`config.mk`:
```
export PLATFORM = sky130hd
export DESIGN_NAME = mtr_duty_ramp
export DESIGN_NICKNAME = d
export VERILOG_FILES = /design/src/rtl/mtr_duty_ramp.sv
export SDC_FILE = /design/constraint.sdc
export NUM_CORES = 1
export LEC_CHECK = 0
export CORE_MARGIN = 2
export CORE_UTILIZATION = 35
export CTS_BUF_LIST = sky130_fd_sc_hd__clkbuf_8
export CTS_CLUSTER_SIZE = 20
export DETAILED_ROUTE_END_ITERATION = 8
export PLACE_DENSITY = 0.67
export SYNTH_ARGS = -nofsm -noshare
export SYNTH_HDL_FRONTEND = slang
export SYNTH_SLANG_ARGS = --single-unit
export TNS_END_PERCENT = 30
```
`constraint.sdc`:
```
create_clock -name clk -period 7.15 [get_ports clk]
set_input_delay 2.145 -clock clk [delete_from_list [all_inputs] [get_ports clk]]
set_output_delay 2.145 -clock clk [all_outputs]
set_load 0.02 [all_outputs]
```
`src/rtl/mtr_duty_ramp.sv`:
```
`default_nettype none
// ============================================================================
// Module   : mtr_duty_ramp
// Purpose  : Turns signed left/right motor speed requests into offset-binary
//            11-bit duty words for two downstream PWM11 generators. New duty
//            values are applied only on the last cycle of each PWM period
//            (the "tick"), so a generator never sees a duty change part way
//            through its period. Targets are clamped to
//            [DUTY_MIN, DUTY_MAX]. An emergency stop forces both duties and
//            both targets to zero speed.
// Revision : 1.0 - initial release
// ----------------------------------------------------------------------------
// Build option:
//   MTR_RAMP_EN defined : each duty moves by at most STEP per tick.
//   MTR_RAMP_EN absent  : each duty loads its target on the next tick and
//                         STEP is unused.
// ----------------------------------------------------------------------------
// Parameters:
//   CNT_W     tick period = 2**CNT_W clk cycles (matches the PWM11 counter)
//   STEP      max duty change per tick, 1..1023
//   DUTY_MIN  lowest legal duty word
//   DUTY_MAX  highest legal duty word, DUTY_MIN < DUTY_MAX <= 2047
// Ports:
//   clk        in   1   clock
//   rst_n      in   1   asynchronous active-low reset
//   lft_spd    in   11  signed left speed request, -1024..1023
//   rght_spd   in   11  signed right speed request, -1024..1023
//   spd_vld    in   1   one-cycle strobe: capture both speeds as new targets
//   e_stop     in   1   level-sensitive emergency stop
//   lft_duty   out  11  registered left duty word
//   rght_duty  out  11  registered right duty word
//   tick       out  1   registered, high on the last cycle of each period
//   at_target  out  1   registered, high when both duties sit on their
//                       targets and no emergency stop is active
// ============================================================================
module mtr_duty_ramp #(
    parameter int CNT_W    = 11,
    parameter int STEP     = 8,
    parameter int DUTY_MIN = 32,
    parameter int DUTY_MAX = 2015
) (
    input  logic        clk,
    input  logic        rst_n,
    input  logic [10:0] lft_spd,
    input  logic [10:0] rght_spd,
    input  logic        spd_vld,
    input  logic        e_stop,
    output logic [10:0] lft_duty,
    output logic [10:0] rght_duty,
    output logic        tick,
    output logic        at_target
);

    // ------------------------------------------------------------------------
    // Constants
    // ------------------------------------------------------------------------
    localparam logic [10:0]      c_DUTY_ZERO = 11'h400;
    localparam logic [10:0]      c_DUTY_MIN  = 11'(DUTY_MIN);
    localparam logic [10:0]      c_DUTY_MAX  = 11'(DUTY_MAX);
    localparam logic [CNT_W-1:0] c_CNT_ONE   = {{(CNT_W-1){1'b0}}, 1'b1};
    // Counter value one cycle before the all-ones value: the registered tick
    // is launched here so that it is high while the counter reads all ones.
    localparam logic [CNT_W-1:0] c_CNT_PRE   = {{(CNT_W-1){1'b1}}, 1'b0};
`ifdef MTR_RAMP_EN
    localparam logic signed [11:0] c_STEP = 12'(STEP);
`endif

    // ------------------------------------------------------------------------
    // Elaboration-time parameter sanity checks
    // ------------------------------------------------------------------------
    if (CNT_W < 2) begin : g_chk_cnt_w
        $error("mtr_duty_ramp: CNT_W must be at least 2");
    end
    if (STEP < 1 || STEP > 1023) begin : g_chk_step
        $error("mtr_duty_ramp: STEP must be in 1..1023");
    end
    if (DUTY_MIN < 0 || DUTY_MIN >= DUTY_MAX || DUTY_MAX > 2047) begin : g_chk_duty
        $error("mtr_duty_ramp: need 0 <= DUTY_MIN < DUTY_MAX <= 2047");
    end

    // ------------------------------------------------------------------------
    // State machine encoding
    // ------------------------------------------------------------------------
    typedef enum logic [1:0] {
        ST_IDLE  = 2'd0,
        ST_RAMP  = 2'd1,
        ST_ESTOP = 2'd2
    } state_t;

    // ------------------------------------------------------------------------
    // Registers and their next-state values
    // ------------------------------------------------------------------------
    state_t           state_q,     state_d;
    logic [CNT_W-1:0] cnt_q,       cnt_d;
    logic             tick_q,      tick_d;
    logic [10:0]      lft_tgt_q,   lft_tgt_d;
    logic [10:0]      rght_tgt_q,  rght_tgt_d;
    logic [10:0]      lft_duty_q,  lft_duty_d;
    logic [10:0]      rght_duty_q, rght_duty_d;
    logic             at_target_q, at_target_d;

    // High when either next duty differs from its next target.
    logic             w_off_target;

    // ------------------------------------------------------------------------
    // Speed to duty target: adding 1024 to an 11-bit two's-complement value
    // is the same as inverting its MSB, which yields offset binary 0..2047.
    // ------------------------------------------------------------------------
    function automatic logic [10:0] map_target(input logic [10:0] spd);
        logic [10:0] raw;
        raw = {~spd[10], spd[9:0]};
        if (raw < c_DUTY_MIN) begin
            return c_DUTY_MIN;
        end else if (raw > c_DUTY_MAX) begin
            return c_DUTY_MAX;
        end else begin
            return raw;
        end
    endfunction

`ifdef MTR_RAMP_EN
    // ------------------------------------------------------------------------
    // One slew-limited step of duty toward tgt. The difference is taken in
    // 12-bit signed arithmetic so it can never wrap. Since tgt is always
    // within the clamp window and a full STEP is only taken when the
    // remaining distance exceeds STEP, the duty cannot overshoot the target
    // or leave the legal range.
    // ------------------------------------------------------------------------
    function automatic logic [10:0] step_toward(input logic [10:0] duty,
                                                input logic [10:0] tgt);
        logic signed [11:0] diff;
        diff = $signed({1'b0, tgt}) - $signed({1'b0, duty});
        if (diff > c_STEP) begin
            return duty + c_STEP[10:0];
        end else if (diff < -c_STEP) begin
            return duty - c_STEP[10:0];
        end else begin
            return tgt;
        end
    endfunction
`endif

    // ------------------------------------------------------------------------
    // Next-state logic
    // ------------------------------------------------------------------------
    always_comb begin
        state_d      = state_q;
        cnt_d        = cnt_q + c_CNT_ONE;
        tick_d       = (cnt_q == c_CNT_PRE);
        lft_tgt_d    = lft_tgt_q;
        rght_tgt_d   = rght_tgt_q;
        lft_duty_d   = lft_duty_q;
        rght_duty_d  = rght_duty_q;
        w_off_target = 1'b0;

        if (e_stop) begin
            // Stop wins over strobes and ticks: both channels snap to zero
            // speed right away and their targets are forgotten.
            lft_tgt_d   = c_DUTY_ZERO;
            rght_tgt_d  = c_DUTY_ZERO;
            lft_duty_d  = c_DUTY_ZERO;
            rght_duty_d = c_DUTY_ZERO;
            state_d     = ST_ESTOP;
        end else begin
            // Duties move from the targets held in the registers, so a strobe
            // landing on the tick cycle only takes effect at the next tick.
            if (tick_q) begin
`ifdef MTR_RAMP_EN
                lft_duty_d  = step_toward(lft_duty_q,  lft_tgt_q);
                rght_duty_d = step_toward(rght_duty_q, rght_tgt_q);
`else
                lft_duty_d  = lft_tgt_q;
                rght_duty_d = rght_tgt_q;
`endif
            end

            if (spd_vld) begin
                lft_tgt_d  = map_target(lft_spd);
                rght_tgt_d = map_target(rght_spd);
            end

            w_off_target = (lft_duty_d != lft_tgt_d) || (rght_duty_d != rght_tgt_d);

            unique case (state_q)
                ST_IDLE: begin
                    if (spd_vld && w_off_target) begin
                        state_d = ST_RAMP;
                    end
                end
                ST_RAMP: begin
                    // Leave only on a tick that lands both channels; a strobe
                    // on that same cycle with a fresh target keeps us ramping.
                    if (tick_q && !w_off_target) begin
                        state_d = ST_IDLE;
                    end
                end
                ST_ESTOP: begin
                    // Targets were parked at zero speed, so release normally
                    // returns to IDLE. A strobe on the release cycle itself
                    // is honoured and goes straight to RAMP if it moves a
                    // target, keeping at_target truthful.
                    state_d = (spd_vld && w_off_target) ? ST_RAMP : ST_IDLE;
                end
                default: begin
                    state_d = ST_IDLE;
                end
            endcase
        end

        at_target_d = (state_d == ST_IDLE);
    end

    // ------------------------------------------------------------------------
    // State registers
    // ------------------------------------------------------------------------
    always_ff @(posedge clk or negedge rst_n) begin
        if (!rst_n) begin
            state_q     <= ST_IDLE;
            cnt_q       <= '0;
            tick_q      <= 1'b0;
            lft_tgt_q   <= c_DUTY_ZERO;
            rght_tgt_q  <= c_DUTY_ZERO;
            lft_duty_q  <= c_DUTY_ZERO;
            rght_duty_q <= c_DUTY_ZERO;
            at_target_q <= 1'b1;
        end else begin
            state_q     <= state_d;
            cnt_q       <= cnt_d;
            tick_q      <= tick_d;
            lft_tgt_q   <= lft_tgt_d;
            rght_tgt_q  <= rght_tgt_d;
            lft_duty_q  <= lft_duty_d;
            rght_duty_q <= rght_duty_d;
            at_target_q <= at_target_d;
        end
    end

    // ------------------------------------------------------------------------
    // Outputs
    // ------------------------------------------------------------------------
    assign lft_duty  = lft_duty_q;
    assign rght_duty = rght_duty_q;
    assign tick      = tick_q;
    assign at_target = at_target_q;

endmodule
`default_nettype wire

```
# Word level (Yosys, flattened, before mapping)
# Cells that the tools add are included.
[classes]
n_addsub = 1
magnitude_cmp = 4
n_eq_ne = 5
n_mux = 21
bitwise_logic = 2
n_reduce_logical = 6
[op_table]
columns = ["op", "count"]
rows = [
  ["$mux 11", 16],
  ["$gt 11x11->1 const B", 2],
  ["$lt 11x6->1 const B", 2],
  ["$ne 11x11->1", 2],
  ["$add 11x1->11 const B", 1],
  ["$eq 11x11->1 const B", 1],
  ["$mux 2", 3],
  ["$pmux 2 s3", 1],
  ["$logic_not 2->1", 2],
  ["$eq 2x1->1 const B", 1],
  ["$eq 2x2->1 const B", 1],
  ["$logic_and 1x1->1", 2],
  ["$not 1->1", 2],
  ["$logic_not 1->1", 1],
  ["$logic_or 1x1->1", 1],
  ["$mux 1", 1],
]
[word_totals]
reg_bits = 59
output_inout_bits = 24
elab_cells = 47

# Longest topological paths before layout
[logic_depth]
depth_word = 14
mapped_depth = 10
ltp_nobuf = 7

# Least setup slack after synthesis
# No wires, ideal clock.
[synth_timing]
path_type = "input-to-reg"
start = "input lft_spd[6]"
end = "register at_target_q, in the netlist at_target"
setup_time_ps = 60
arrival_time_ps = 4342
required_ps = 7090
slack_ps = 2748
path_stages = 8
n_path_buf = 1
cell_sequence = "buf_2 -> and4b_4 -> a21oi_1 -> or3_1 -> a2111oi_2 -> or4b_1 -> a2111oi_2 -> o21a_1"
[synth_between]
elab_chain_cells = 13
elab_cells_between_ends = 17
cone_classes = "order compare (2); eq/ne (1); mux (9); reduce/logical (5)"
[synth_rtl]
columns = ["item", "line", "rtl"]
rows = [
  ["from (decl)", "44", "input logic [10:0] lft_spd,"],
  ["$gt 11x11->1", "114", "end else if (raw > c_DUTY_MAX) begin"],
  ["$mux 11", "114", ""],
  ["$mux 11 (*)", "112", "if (raw < c_DUTY_MIN) begin"],
  ["$mux 11 (*)", "177", "if (spd_vld) begin"],
  ["$mux 11 (*)", "156", "if (e_stop) begin"],
  ["$ne 11x11->1 (*)", "182", "w_off_target = (lft_duty_d != lft_tgt_d) || (rght_duty_d != rght_tgt_d);"],
  ["$logic_or 1x1->1 (*)", "182", ""],
  ["$logic_not 1->1", "193", "if (tick_q && !w_off_target) begin"],
  ["$logic_and 1x1->1", "193", ""],
  ["$mux 2", "193", ""],
  ["$pmux 2 s3 (*)", "184", "unique case (state_q)"],
  ["$mux 2 (*)", "156", ""],
  ["$logic_not 2->1 (*)", "210", "at_target_d = (state_d == ST_IDLE);"],
  ["named net at_target_d", "100", "logic at_target_q, at_target_d;"],
  ["to (signal assigned)", "234", "at_target_q <= at_target_d;"],
  ["to (decl)", "100", ""],
]
# Mark *: on every way through the listed nets, which the timed path passes. The rest lies on a longest branch. The select of a mux whose other input is x is not followed.

# Worst setup path after layout
[layout_timing]
start = "input spd_vld"
end = "register at_target_q, in the netlist at_target"
[layout_between]
elab_chain_cells = 10
elab_cells_between_ends = 16
cone_classes = "eq/ne (2); mux (9); reduce/logical (5)"
[layout_rtl]
columns = ["item", "line", "rtl"]
rows = [
  ["from (decl)", "46", "input logic spd_vld,"],
  ["$mux 11", "177", ""],
  ["$mux 11", "156", ""],
  ["$ne 11x11->1", "182", ""],
  ["$logic_or 1x1->1", "182", ""],
  ["$logic_not 1->1", "193", ""],
  ["$logic_and 1x1->1", "193", ""],
  ["$mux 2", "193", ""],
  ["$pmux 2 s3 (*)", "184", ""],
  ["$mux 2 (*)", "156", ""],
  ["$logic_not 2->1 (*)", "210", ""],
  ["named net at_target_d", "100", ""],
]
# Marks and branches as above.

==> impl_metrics.env <==
export IMPL_status="finished, final reports clean"
export IMPL_clk_pin_slew_ps=80
export IMPL_min_from="cnt_q[10]"
export IMPL_ys_flop_type="dfrtp_1"
export IMPL_ant_nets=0
export IMPL_dp_cells=549
export IMPL_startpoint="spd_vld"
export IMPL_crit_family="compound AO/OA/AOI/OAI gates"
export IMPL_place_hpwl_um=6650
export IMPL_path_cells="clkdlybuf4s50_1 -> nand2b_1 -> o41ai_1 -> a221oi_1 -> a221o_1 -> or4b_1 -> a2111oi_2 -> o21a_1"
export IMPL_cp_slowest_stage_delay_ps=850
export IMPL_die_h_um=105
export IMPL_die_width_um=105
export IMPL_worst_slew_pin_slew_ps=746
export IMPL_root_buffer="clkbuf_8"
export IMPL_htreeDepth=3
export IMPL_ir_drop_mv=0.0902
export IMPL_dieArea_sq_mm=0.0110
export IMPL_arrival_ps=5150
export IMPL_grt_start_max_net_pins=60
export IMPL_finalSetupTns_ps=0
export IMPL_intPower_mw=0.546
export IMPL_place_ws_ps=1930
export IMPL_worst_hold_slack_ps=470
export IMPL_track_usage_pct=17.7
export IMPL_p_per_area_mw_per_mm2=174
export IMPL_num_rows=36
export IMPL_hold_end="cnt_q[10]"
export IMPL_final_cell_mix="dfrtp_1, clkdlybuf4s50_1, nor2_1, nand2_1, mux2i_1"
export IMPL_reg2regPathDepth=8
export IMPL_synth_area_leaders="dfrtp_1, mux2i_1, xor2_1"
export IMPL_grt_ovfl_total=0
export IMPL_antenna_found_initial=0
export IMPL_final_common_cell="dfrtp_1"
export IMPL_clkPwrFrac_pct=41.1
export IMPL_hold_viol_final=0
export IMPL_synth_top_area_share_pct=37.9
export IMPL_maxSlewHeadroom_pct=50.3
export IMPL_syn2layout_area_growth_pct=22.3
export IMPL_synth_area_per_cell_sq_um=9.31
export IMPL_drtIter0Drc=180
export IMPL_io_pins=50
export IMPL_cts_resized=0
export IMPL_cp_start_kind="primary input"
export IMPL_critPathMaxFanout=12
export IMPL_cts_buffer_depth=2
export IMPL_synth_edff_count=0
export IMPL_gp_congestion=0.930
export IMPL_finalClockSkew_ps=9.05
export IMPL_r2r_slack_ps=4190
export IMPL_criticalPathCategory="primary input to register"
export IMPL_clkLatencyLatePin_ps=350
export IMPL_n_antenna_cell=0
export IMPL_first_pass_iters=5
export IMPL_grt_pass1_wl_um=15400
export IMPL_synth_cell_types=67
export IMPL_async_reset_ff_share_pct=100
export IMPL_maxSlewViolCount=0
export IMPL_cts_tree="done"
export IMPL_rsz0062_at_grt="no"
export IMPL_hold_path_class="register to register"
export IMPL_cp_depth=8
export IMPL_path_buf_inv=1
export IMPL_ys_seq_elements=59
export IMPL_cts_buffers=9
export IMPL_setup_viol=0
export IMPL_hold_depth=1
export IMPL_r2r_start="tick"
export IMPL_max_cap_violations=0
export IMPL_slowest_stage="clkdlybuf4s50_1"
export IMPL_seq_area_frac_synth_pct=41.6
export IMPL_nFillCells=1002
export IMPL_yosys_warnings=0
export IMPL_timing_final_ws_setup_ps=2290
export IMPL_fmax_mhz=206
export IMPL_drive_above_1_share_pct=9.26
export IMPL_p_leak_nw=1.79
export IMPL_yosys_area_top_type="dfrtp_1"
export IMPL_power_frac_comb_pct=12.5
export IMPL_vias=3101
export IMPL_cp_required_ps=7440
export IMPL_p_sw_mw=0.212
export IMPL_vias_per_cell=5.49
export IMPL_grt_pass1_vias=3022
export IMPL_start_util_pct=36.3
export IMPL_wl_um=9260
export IMPL_syn_inst=383
export IMPL_finalWorstPathRequiredPeriod_ps=4860
export IMPL_post_cts_buffers=0
export IMPL_switching_share_pct=28.0
export IMPL_seqPwrFrac_pct=46.3
export IMPL_cts_sinks=59
export IMPL_wl_per_cell_um=16.4
export IMPL_rr_endpoint="at_target"
export IMPL_period_share_pct=68.0
export IMPL_nets=455
export IMPL_core_area_sq_mm=0.00982
export IMPL_worst_setup_path_end_kind="register"
export IMPL_finalNonFillerCells=565
export IMPL_synth_area_sq_mm=0.00356
export IMPL_cts_hold_buf=0
export IMPL_syn_nets=411
export IMPL_drc=0
export IMPL_io_buffers=49
-- how the worst max path moves through the flow --
stage | to | slack (ps)
2_1_floorplan | at_target | 2750
3_3_place_gp | state_q[0] | 2030
3_5_place_dp | at_target | 1930
4_1_cts | at_target | 2300
5_1_grt | state_q[0] | 2100
6_report | at_target | 2290
-- sequential cells by signal, summed over array words and instances, names as in the netlist --
| name | count |
|---|---|
| at_target | 1 |
| rght_tgt_q | 11 |
| rght_duty | 11 |
| tick | 1 |
| lft_tgt_q | 11 |
| cnt_q | 11 |
| lft_duty | 11 |
| state_q | 2 |
-- cells in the mapped netlist, types with 4 or more instances --
| master | count |
|---|---|
| nor3_1 | 9 |
| xnor2_1 | 15 |
| nand4_1 | 4 |
| and2_1 | 5 |
| a211oi_1 | 4 |
| nand2b_1 | 6 |
| mux2i_1 | 25 |
| nand3_1 | 8 |
| nor2_1 | 44 |
| a21oi_1 | 23 |
| dfrtp_1 | 54 |
| nor2b_1 | 4 |
| buf_1 | 4 |
| o211ai_1 | 6 |
| nor4_1 | 7 |
| clkbuf_1 | 12 |
| dfstp_2 | 5 |
| inv_1 | 13 |
| xor2_1 | 24 |
| or3_1 | 4 |
| o21ai_0 | 14 |
| nand2_1 | 30 |
-- worst reg2reg max path: stages, from the launching register on --
cell,delay (ps)
dfrtp_1,320
buf_4,450
mux2i_1,340
xor2_1,200
nand4_1,170
a2111oi_2,340
or4b_1,490
a2111oi_2,440
o21a_1,160
-- metrics by stage --
step | util [%] | area [sq um] | power, mW
2_1_floorplan | - | 3560 | 0.410
3_3_place_gp | 42.4 | 4160 | 0.451
3_5_place_dp | 42.4 | 4160 | 0.452
4_1_cts | 44.4 | 4360 | 0.767
5_1_grt | 44.4 | 4360 | 0.798
6_report | 44.4 | 4360 | 0.759
-- cell families (layout without fill, tap and decap cells) --
logic type	after synthesis	count (layout)	share of synthesized area (%)
mux	27	27	7.65
flops	59	59	41.6
buf+inv	33	82	3.79
simple gates	138	138	19.8
fa+ha+maj	2	2	0.702
compound gates	85	85	16.9
xor+xnor	39	39	9.58
-- metal layers --
metal  GRT usage [%]  share of wire (%)  wire, um  vias to the layer above
met5               0                  0         0                        -
met4            8.19                2.3       210                        0
met3            3.99                6.7       617                       24
met2            26.3                 44      4090                      126
met1            24.6                 47      4340                     1496
li1                -                  -         -                     1455
-- final cells by class --
cell class	instances	area (sq um)	area share, %
inverters	13	48.8	1.12
clock inverters	7	76.3	1.75
well taps	133	166	3.82
flip-flops and latches	59	1480	34.0
clock buffers	9	124	2.84
repair buffers	53	515	11.8
multi-input cells	291	1950	44.6
-- power groups by stage --
stage               clock [mW]  combinational [mW]  sequential, mW
floorplan                    0              0.0546           0.356
global placement             0              0.0935           0.357
detailed placement           0              0.0944           0.358
CTS                      0.321              0.0949           0.351
global route             0.341               0.105           0.353
finish                   0.312              0.0950           0.351
Power figures use the tool's default switching activity.
